**config.mk**
```make
export PLATFORM = sky130hd
export DESIGN_NAME = attex_bus_ctrl_flat
export DESIGN_NICKNAME = d
export VERILOG_FILES = /design/src/rtl/attex_bus_ctrl_if.sv /design/src/rtl/attex_bus_ctrl.sv /design/src/flat_wrapper.sv
export SDC_FILE = /design/constraint.sdc
export NUM_CORES = 1
export LEC_CHECK = 0
export ABC_AREA = 1
export BUFFER_PORTS_ARGS = -buffer_cell sky130_fd_sc_hd__buf_2
export CAP_MARGIN = 0
export CORE_MARGIN = 2
export CORE_UTILIZATION = 44
export DETAILED_ROUTE_END_ITERATION = 10
export GPL_TIMING_DRIVEN = 0
export PLACE_DENSITY = 0.88
export RECOVER_POWER = 25
export SLEW_MARGIN = 20
export SYNTH_ARGS = -nofsm -noshare
export SYNTH_HDL_FRONTEND = slang
export SYNTH_SLANG_ARGS = --single-unit
```
**constraint.sdc**
```tcl
create_clock -name clk -period 1.4 [get_ports clk]
set_input_delay 0.21 -clock clk [delete_from_list [all_inputs] [get_ports clk]]
set_output_delay 0.21 -clock clk [all_outputs]
set_load 0.03 [all_outputs]
```
**src/rtl/attex_bus_ctrl_if.sv**
```systemverilog
// CPU-side bus bundle for the CD-i MONO1 bus controller.
// The master (CPU / bench) drives the address, strobes and direction.
// The slave (attex_bus_ctrl) returns the registered read data, the cycle-complete
// pulse and the bus error.
//
// Handshake: a cycle is open while as && (uds || lds). The controller answers with
// exactly one bus_ack pulse, or with bus_err held until as drops. The master keeps
// addr/strobes stable until it sees one of them, then drops as. No new cycle starts
// until the controller is back in IDLE.
interface attex_bus_ctrl_if;
  logic [23:1] addr;
  logic        as;
  logic        uds;
  logic        lds;
  logic        write_strobe;
  logic [15:0] data_in;
  logic        bus_ack;
  logic        bus_err;

  modport master (
    output addr, as, uds, lds, write_strobe,
    input  data_in, bus_ack, bus_err
  );

  modport slave (
    input  addr, as, uds, lds, write_strobe,
    output data_in, bus_ack, bus_err
  );
endinterface

```
**src/rtl/attex_bus_ctrl.sv**
```systemverilog
// attex_bus_ctrl: SCC68070 bus controller for the CD-i MONO1 board.
// Decodes CPU cycles into one-hot chip selects, sequences per-device wait states,
// returns bus_ack / bus_err / registered read data, runs the 68HC05 DTACK
// handshake, the delayed slave IRQ pulse and the NVRAM byte-write pulse.
//
// Ports:
//   clk, reset      system clock, synchronous active-high reset
//   bus             CPU bus (addr, as, uds, lds, write_strobe -> data_in, bus_ack, bus_err)
//   mcd212_dout/ack MCD212 (and ROM) read data and cycle-complete
//   cdic_dout       CDIC read data
//   nvram_dout      NVRAM byte at nvram_addr
//   slave_data      68HC05 port A
//   dtackslaven     68HC05 DTACK, active-low
//   cs_*            one-hot chip selects, held from WAIT through DONE
//   nvram_addr      latched word address addr[13:1]
//   nvram_we        one-cycle NVRAM write pulse (coincides with bus_ack)
//   slave_irq       one-cycle IRQ pulse to the 68HC05
//   dbg_state       current FSM state
module attex_bus_ctrl #(
  parameter int TIMEOUT_CYCLES = 255,
  parameter int CDIC_WAIT      = 1,
  parameter int NVRAM_WAIT     = 0,
  parameter int IRQ_DELAY      = 20
) (
  input  logic                    clk,
  input  logic                    reset,
  attex_bus_ctrl_if.slave         bus,
  input  logic [15:0]             mcd212_dout,
  input  logic                    mcd212_ack,
  input  logic [15:0]             cdic_dout,
  input  logic [7:0]              nvram_dout,
  input  logic [7:0]              slave_data,
  input  logic                    dtackslaven,
  output logic                    cs_mcd212,
  output logic                    cs_cdic,
  output logic                    cs_slave,
  output logic                    cs_nvram,
  output logic [12:0]             nvram_addr,
  output logic                    nvram_we,
  output logic                    slave_irq,
  output logic [2:0]              dbg_state
);

  typedef enum logic [2:0] {S_IDLE, S_WAIT, S_ACK, S_DONE, S_ERR} state_t;
  typedef enum logic [2:0] {R_MCD, R_CDIC, R_SLAVE, R_NVRAM, R_ERR} region_t;

  localparam logic [7:0] TIMEOUT_W = TIMEOUT_CYCLES[7:0];
  localparam logic [7:0] CDIC_W    = CDIC_WAIT[7:0];
  localparam logic [7:0] NVRAM_W   = NVRAM_WAIT[7:0];
  localparam logic [7:0] IRQ_W     = IRQ_DELAY[7:0];

  state_t      state, next_state;
  region_t     region_q, dec;
  logic        write_q, uds_q, dtack_q;
  logic [7:0]  wait_cnt, irq_cnt, hi;
  logic [12:0] addr_q;
  logic [15:0] data_q, rd_data;
  logic        strobe_valid, complete, in_cycle, start;

  assign strobe_valid = bus.as && (bus.uds || bus.lds);
  assign start        = (state == S_IDLE) && strobe_valid;

  // Address decode on byte address bits [23:16]; error ranges take priority.
  always_comb begin
    hi  = bus.addr[23:16];
    dec = R_ERR;
    if ((hi >= 8'h60 && hi <= 8'hCF) || hi >= 8'hF0) dec = R_ERR;
    else if (hi == 8'h30)                           dec = R_CDIC;
    else if (hi == 8'h31)                           dec = R_SLAVE;
    else if (hi == 8'h32)                           dec = R_NVRAM;
    else if (hi <= 8'h27 || (hi >= 8'h40 && hi <= 8'h5F)) dec = R_MCD;
  end

  // Device completion and read data for the latched region.
  always_comb begin
    complete = 1'b0;
    rd_data  = 16'h0000;
    case (region_q)
      R_MCD:   begin complete = mcd212_ack;             rd_data = mcd212_dout; end
      R_CDIC:  begin complete = (wait_cnt == CDIC_W);   rd_data = cdic_dout; end
      R_NVRAM: begin complete = (wait_cnt == NVRAM_W);  rd_data = {nvram_dout, nvram_dout}; end
      R_SLAVE: begin
        // Rising edge of DTACK (release after the low phase) ends the slave cycle.
        complete = dtackslaven && !dtack_q;
        rd_data  = (slave_data == 8'h01) ? 16'h0202 : {slave_data, slave_data};
      end
      default: begin complete = 1'b0; rd_data = 16'h0000; end
    endcase
  end

  // Next state and state-derived outputs.
  always_comb begin
    next_state  = state;
    bus.bus_ack = (state == S_ACK);
    bus.bus_err = (state == S_ERR);
    in_cycle    = (state == S_WAIT) || (state == S_ACK) || (state == S_DONE);
    cs_mcd212   = in_cycle && (region_q == R_MCD);
    cs_cdic     = in_cycle && (region_q == R_CDIC);
    cs_slave    = in_cycle && (region_q == R_SLAVE);
    cs_nvram    = in_cycle && (region_q == R_NVRAM);
    case (state)
      S_IDLE: if (strobe_valid) next_state = (dec == R_ERR) ? S_ERR : S_WAIT;
      S_WAIT: begin
        if (!bus.as)                     next_state = S_IDLE;
        else if (complete)               next_state = S_ACK;
        else if (wait_cnt == TIMEOUT_W)  next_state = S_ERR;
      end
      S_ACK:  next_state = S_DONE;
      S_DONE: if (!bus.as) next_state = S_IDLE;
      S_ERR:  if (!bus.as) next_state = S_IDLE;
      default: next_state = S_IDLE;
    endcase
  end

  always_ff @(posedge clk) begin
    if (reset) begin
      state    <= S_IDLE;
      region_q <= R_MCD;
      write_q  <= 1'b0;
      uds_q    <= 1'b0;
      addr_q   <= 13'h0000;
      wait_cnt <= 8'h00;
      irq_cnt  <= 8'h00;
      dtack_q  <= 1'b1;
      data_q   <= 16'h0000;
      nvram_we <= 1'b0;
    end else begin
      state    <= next_state;
      dtack_q  <= dtackslaven;
      nvram_we <= 1'b0;
      if (start) begin
        region_q <= dec;
        write_q  <= bus.write_strobe;
        uds_q    <= bus.uds;
        addr_q   <= bus.addr[13:1];
        wait_cnt <= 8'h00;
      end
      if (state == S_WAIT && bus.as) begin
        if (complete) begin
          if (!write_q) data_q <= rd_data;
          if (write_q && uds_q && region_q == R_NVRAM) nvram_we <= 1'b1;
        end else if (wait_cnt != 8'hFF) begin
          wait_cnt <= wait_cnt + 8'd1;
        end
      end
      // IRQ countdown is independent of the FSM; a new slave cycle restarts it.
      if (start && dec == R_SLAVE) irq_cnt <= IRQ_W;
      else if (irq_cnt != 8'h00)   irq_cnt <= irq_cnt - 8'd1;
    end
  end

  assign bus.data_in = data_q;
  assign nvram_addr  = addr_q;
  assign slave_irq   = (irq_cnt == 8'h01);
  assign dbg_state   = state;

endmodule

```
**src/flat_wrapper.sv**
```systemverilog
// flat-port wrapper written by rule: the top's interface ports become plain ports
module attex_bus_ctrl_flat 
#(
  parameter int TIMEOUT_CYCLES = 255,
  parameter int CDIC_WAIT      = 1,
  parameter int NVRAM_WAIT     = 0,
  parameter int IRQ_DELAY      = 20
)
  (clk, reset, mcd212_dout, mcd212_ack, cdic_dout, nvram_dout, slave_data, dtackslaven, cs_mcd212, cs_cdic, cs_slave, cs_nvram, nvram_addr, nvram_we, slave_irq, dbg_state, bus_addr, bus_as, bus_uds, bus_lds, bus_write_strobe, bus_data_in, bus_bus_ack, bus_bus_err);
  attex_bus_ctrl_if bus_i ();
  input  logic clk;
  input  logic reset;
  input  logic [15:0] mcd212_dout;
  input  logic mcd212_ack;
  input  logic [15:0] cdic_dout;
  input  logic [7:0] nvram_dout;
  input  logic [7:0] slave_data;
  input  logic dtackslaven;
  output logic cs_mcd212;
  output logic cs_cdic;
  output logic cs_slave;
  output logic cs_nvram;
  output logic [12:0] nvram_addr;
  output logic nvram_we;
  output logic slave_irq;
  output logic [2:0] dbg_state;
  input wire logic [$bits(bus_i.addr)-1:0] bus_addr;
  input wire logic [$bits(bus_i.as)-1:0] bus_as;
  input wire logic [$bits(bus_i.uds)-1:0] bus_uds;
  input wire logic [$bits(bus_i.lds)-1:0] bus_lds;
  input wire logic [$bits(bus_i.write_strobe)-1:0] bus_write_strobe;
  output wire logic [$bits(bus_i.data_in)-1:0] bus_data_in;
  output wire logic [$bits(bus_i.bus_ack)-1:0] bus_bus_ack;
  output wire logic [$bits(bus_i.bus_err)-1:0] bus_bus_err;
  assign bus_i.addr = bus_addr;
  assign bus_i.as = bus_as;
  assign bus_i.uds = bus_uds;
  assign bus_i.lds = bus_lds;
  assign bus_i.write_strobe = bus_write_strobe;
  assign bus_data_in = bus_i.data_in;
  assign bus_bus_ack = bus_i.bus_ack;
  assign bus_bus_err = bus_i.bus_err;
  attex_bus_ctrl #(.TIMEOUT_CYCLES(TIMEOUT_CYCLES), .CDIC_WAIT(CDIC_WAIT), .NVRAM_WAIT(NVRAM_WAIT), .IRQ_DELAY(IRQ_DELAY)) u_core (.clk(clk), .reset(reset), .bus(bus_i), .mcd212_dout(mcd212_dout), .mcd212_ack(mcd212_ack), .cdic_dout(cdic_dout), .nvram_dout(nvram_dout), .slave_data(slave_data), .dtackslaven(dtackslaven), .cs_mcd212(cs_mcd212), .cs_cdic(cs_cdic), .cs_slave(cs_slave), .cs_nvram(cs_nvram), .nvram_addr(nvram_addr), .nvram_we(nvram_we), .slave_irq(slave_irq), .dbg_state(dbg_state));
endmodule
```
# Word level (Yosys, flattened, before mapping)
# Cells that the tools add are included.
# word_totals
register_bits,55
latchBits,0
mem_bits_rw,0
mem_bits_ro,0
input_bits,79
output_inout_bits,40
wordCells,93
memories,0
# op_classes
addsub,2
mul,0
div,0
magnitude_cmp,6
n_eq_ne,20
shift,0
mux,22
n_bitwise,3
reduce_logical,29
# ops
op,count
$pmux 16 s4,1
$mux 3,11
$mux 8,4
$eq 8x1->1 const B,3
$eq 8x6->1 const B,3
$ge 8x7->1 const B,2
$mux 16,1
$eq 3x2->1 const B,5
$logic_and 1x1->1,13
$pmux 3 s4,1
$mux 5,2
$add 8x1->8 const B,1
$eq 8x8->1 const B,1
$ge 8x8->1 const B,1
$le 8x6->1 const B,1
$le 8x7->1 const B,1
$le 8x8->1 const B,1
$logic_not 8->1,1
$ne 8x8->1 const B,1
$reduce_bool 8->1,1
$sub 8x1->8 const B,1
$eq 3x1->1 const B,2
$eq 3x3->1 const B,2
$logic_not 3->1,2
12 further kinds,20

# Longest topological paths before layout
# logic_depth
depth_word,12
depth_mapped,12
ltp_nobuf,12

# Worst setup path before layout
# OpenSTA, ideal clock, no wires.
# synth_timing
path_kind,reg2out
from,"register u_core.state[1], in the netlist u_core.dbg_state[1]"
to,output cs_slave
arrival_ns,1.501
slack_ns,-0.311
stages_incl_launch_ff,5
cell_sequence,dfxtp_1 -> nor2_1 -> inv_1 -> nand2_1 -> nor3_1
# synth_between
elab_chain_cells,4
elab_cells_between_ends,6
cone_classes,3 x eq/ne; 3 x reduce/logical
# synth_rtl
element,line_no,text
start: declaration,attex_bus_ctrl.sv:52,"state_t state, next_state;"
start signal: assignment,attex_bus_ctrl.sv:128,state <= next_state;
$eq 3x1->1 / $eq 3x2->1 (equally long branches),attex_bus_ctrl.sv:96,in_cycle = (state == S_WAIT) || (state == S_ACK) || (state == S_DONE);
$logic_or 1x1->1,attex_bus_ctrl.sv:96,
$logic_or 1x1->1 *,attex_bus_ctrl.sv:96,
$logic_and 1x1->1 *,attex_bus_ctrl.sv:99,cs_slave = in_cycle && (region_q == R_SLAVE);
end: declaration,flat_wrapper.sv:21,output logic cs_slave;
# Every way passes the cells marked *; elsewhere a longest branch is shown, timed or not.

# Worst setup path in the final report
# layout_timing
from,register u_core.region_q[0]
to,"register u_core.data_q[2], in the netlist u_core.bus.data_in[2]"
# layout_between
elab_chain_cells,3
elab_cells_between_ends,7
cone_classes,3 x eq/ne; 2 x mux; 2 x reduce/logical
# layout_rtl
element,line_no,text
start: declaration,attex_bus_ctrl.sv:53,"region_t region_q, dec;"
start signal: assignment,attex_bus_ctrl.sv:118,region_q <= R_MCD;
start signal: assignment,attex_bus_ctrl.sv:132,region_q <= dec;
"$eq 3x2->1, or another cell as far along",attex_bus_ctrl.sv:78,case (region_q)
$pmux 1 s4,attex_bus_ctrl.sv:78,
$reduce_and 3->1 (no source line),-,
end signal: assignment,attex_bus_ctrl.sv:140,if (!write_q) data_q <= rd_data;
end: declaration,attex_bus_ctrl.sv:57,"logic [15:0] data_q, rd_data;"
# Several ways; a longest one is shown, not always the timed one.
# A chain may end at the register's enable or synchronous reset.

==> reports/qor.txt <==
IO Port Bufs: 115
gr usage total: 0.2966
R2R Setup Slk: -0.42 ns
pre-CTS setup slack: -0.4141 ns
post-synth top area share: 0.3732
Fill cells: 386
DRC viols: 12
DR vias: 4266
crit path launch type: flip-flop
dominant cell type by area after synthesis: dfxtp_1
register area share after synthesis: 0.3732
vias in the first global route: 3751
Post-Layout Cell Count: 698
Final Cell Area: 0.004947 sq mm
Nets: 704
synth top area cells: dfxtp_1 (37%), nand2_1 (9.9%), nor2_1 (9.4%)
clk_lat worst skew: 0.34 ns
asr flop ratio synth: 0
initial antenna violation count: 0
slowest cell delay on critical path: 0.39 ns
Setup WS post-layout: -0.4184 ns
CP required: 1.66 ns
distinct cell type count after synthesis: 33
Root Driver: clkbuf_8
area of placed instances: 0.003670 sq mm
PwrDens: 1233 mW/mm^2
Arr. time, crit path: 2.08 ns
Mapped Nets: 527
Clock power frac: 0.189
CTS Buf Count: 5
count leader, synth: nand2_1
CTS max path bufs: 2
Detailed Route Iter0 Violations: 520
Most common cell on crit path: nand2_2
top_reg_cell synth: dfxtp_1
Tcrit/Tclk final: 1.299
worst slew pin tran: 0.8116 ns
pin count of the biggest net entering global routing: 19
Sink Count: 55
Worst Hold Slack: 0.09143 ns
min-delay worst type: input port to flip-flop
final max-slew violation count: 0
Synth Cell Area: 0.002950 sq mm
DP HPWL: 6.588 mm
met2 usage: 0.5391
grt total ovfl: 0
CTS clk-pin slew, worst paths: 0.11 ns
Slew headroom: 0.4589
Commonest cells post-synth: nand2_1 (78), nor2_1 (74), inv_1 (69), dfxtp_1 (55), a21oi_1 (38)
# rows: 29
Placed Instances: 635
area delta synth->final: 67.68%
core area: 0.006422 sq mm
sequential power share: 0.325
Setup Viol. Count Final: 58
slowest CP cell: dfxtp_4
Die Span Y: 85.89 um
Clock Skews: 0.01846 ns
count of antenna-violating nets left after detailed routing: 0
Avg Inst Size Synth: 6.660 sq um
WS Path Type: flip-flop to flip-flop
synth warn: 0
Fmax achieved: 549.9 MHz
die area: 0.007376 sq mm
minimum clock period: 1.818 ns
Comb power frac: 0.486
average wire per standard cell: 19.80 um
EDFF count, synth: 0
total power draw: 6.098 mW
max cap viols: 0
router iterations before antenna repair: 9
CP endpoint kind: flip-flop
Synth Register Bits: 55
critical path peak fanout: 5
peak supply drop: 0.0007427 V
share of cells above drive strength 1: 0.5024
final wirelength: 13.82 mm
Psw: 2.558 mW
Initial Util: 0.4594
internal power: 3.540 mW
CTS tree: built
final hold vios: 0
Avg Vias per Cell: 6.112
sw frac: 0.4196
Die Wd: 85.89 um
Synth Instances: 443
unrepaired setup endpoints after global routing: yes
met3 Use GR: 0.06641
diode count: 0
first-pass GRT wire length: 17.39 mm
GRT busiest layer: met2
status: finished, violations left
boundary pin count: 119
met1 Usage GRT: 0.3097
htree depth: 2
violated checks: DRC, setup timing
Lkg Pwr: 2.310 nW
Critical Path, Cell by Cell: inv_4 > nand2_2 > o21a_1 > nand2_2 > nand2_4 > nor3_4 > buf_6 > nand2_1 > a21oi_1
GP Congestion: 0.8947
metrics by stage:
step / utilization / TNS, ns
after detailed placement: 0.5714 / -13.96
after floorplan: - / -1.252
final: 0.7703 / -13.10
after global routing: 0.7703 / -15.69
after global placement: 0.5714 / -11.82
after CTS: 0.6850 / -3.226
layout by cell type, fill, tap and decap left out, types with 3 or more instances in the layout:
| cell | n |
|---|---|
| a21oi_1 | 21 |
| a21oi_2 | 16 |
| a22oi_1 | 6 |
| buf_2 | 100 |
| buf_4 | 39 |
| buf_6 | 21 |
| buf_8 | 4 |
| clkbuf_1 | 11 |
| clkbuf_8 | 5 |
| dfxtp_1 | 34 |
| dfxtp_2 | 8 |
| dfxtp_4 | 13 |
| ha_4 | 4 |
| inv_1 | 57 |
| inv_2 | 7 |
| inv_4 | 4 |
| inv_6 | 3 |
| nand2_1 | 58 |
| nand2_2 | 14 |
| nand2_4 | 7 |
| nand3_1 | 10 |
| nand3_2 | 6 |
| nand3_4 | 9 |
| nand4_1 | 6 |
| nor2_1 | 50 |
| nor2_2 | 13 |
| nor2_4 | 12 |
| nor3_2 | 3 |
| o21ai_0 | 19 |
| o21ai_1 | 8 |
| o21ai_2 | 7 |
| o221ai_1 | 12 |
| o22ai_1 | 4 |
| xor2_1 | 3 |
state kept, by name, summed over array words and instances, names as in the netlist:
name                cells
u_core.region_q         3
u_core.bus.data_in     16
u_core.dtack_q          1
u_core.irq_cnt          8
u_core.wait_cnt         8
u_core.write_q          1
u_core.uds_q            1
u_core.dbg_state        3
u_core.nvram_we         1
u_core.nvram_addr      13
power groups by stage:
| stage | Clock, mW | Sequential (mW) | Combinational (mW) |
|---|---|---|---|
| floorplan | 0 | 2.09 | 1.03 |
| global placement | 0 | 1.93 | 1.60 |
| detailed placement | 0 | 1.94 | 1.67 |
| CTS | 1.11 | 1.93 | 2.12 |
| global route | 1.21 | 2.00 | 3.13 |
| finish | 1.15 | 1.98 | 2.97 |
routing by layer:
layer  up-vias  part of all wire
met2       380              0.48
met5         -                 0
met1      1955              0.33
met3       126              0.11
met4         0             0.080
li1       1805                 -
cell type report:
type                    instances  area, sq um  area share
multi-input cells             305         2052      0.4148
flip-flops and latches         55         1160      0.2344
repair buffers                168         1096      0.2215
inverters                      72        302.8     0.06120
plain buffers                  12        112.6     0.02276
well taps                      77        96.34     0.01947
clock buffers                   5        68.82     0.01391
clock inverters                 3        47.55    0.009611
repair inverters                1        11.26    0.002276
timing repair:
| item | 4_1_cts | 5_1_grt |
|---|---|---|
| hold buffers | 0 | 0 |
| pin swaps | 34 | 33 |
| cloned | 3 | 3 |
| hold endpoints to repair | 0 | 0 |
| endpoints found under the setup margin | 61 | 60 |
| resized for setup | 121 | 111 |
| buffers inserted | 26 | 25 |
worst paths after layout:
kind	startpoint	endpoint	cells after the start
worst min register to register	u_core.uds_q	u_core.nvram_we	2
worst min-delay path	dtackslaven	u_core.dtack_q	2
worst max register to register	u_core.region_q[0]	u_core.bus.data_in[2]	9
worst max-delay path	u_core.region_q[0]	u_core.bus.data_in[2]	9
cells by family (layout without fill, tap and decap cells):
logic type	Yosys count	count (layout)	synth area share
AND/OR/NAND/NOR	195	196	0.2850
AO/OA/AOI/OAI	100	100	0.1976
buffers and inverters	84	261	0.1111
flip-flops	55	55	0.3732
adder cells (fa/ha/maj)	5	5	0.02120
XOR/XNOR	4	4	0.01188
worst max-delay path, delay by kind of cell, from the launching register on:
family          cells  cell delay [ns]
simple gates        5             0.71
compound gates      2             0.38
buf+inv             2             0.27
flops               1             0.39
No activity file was read; power rests on OpenSTA's default activity.
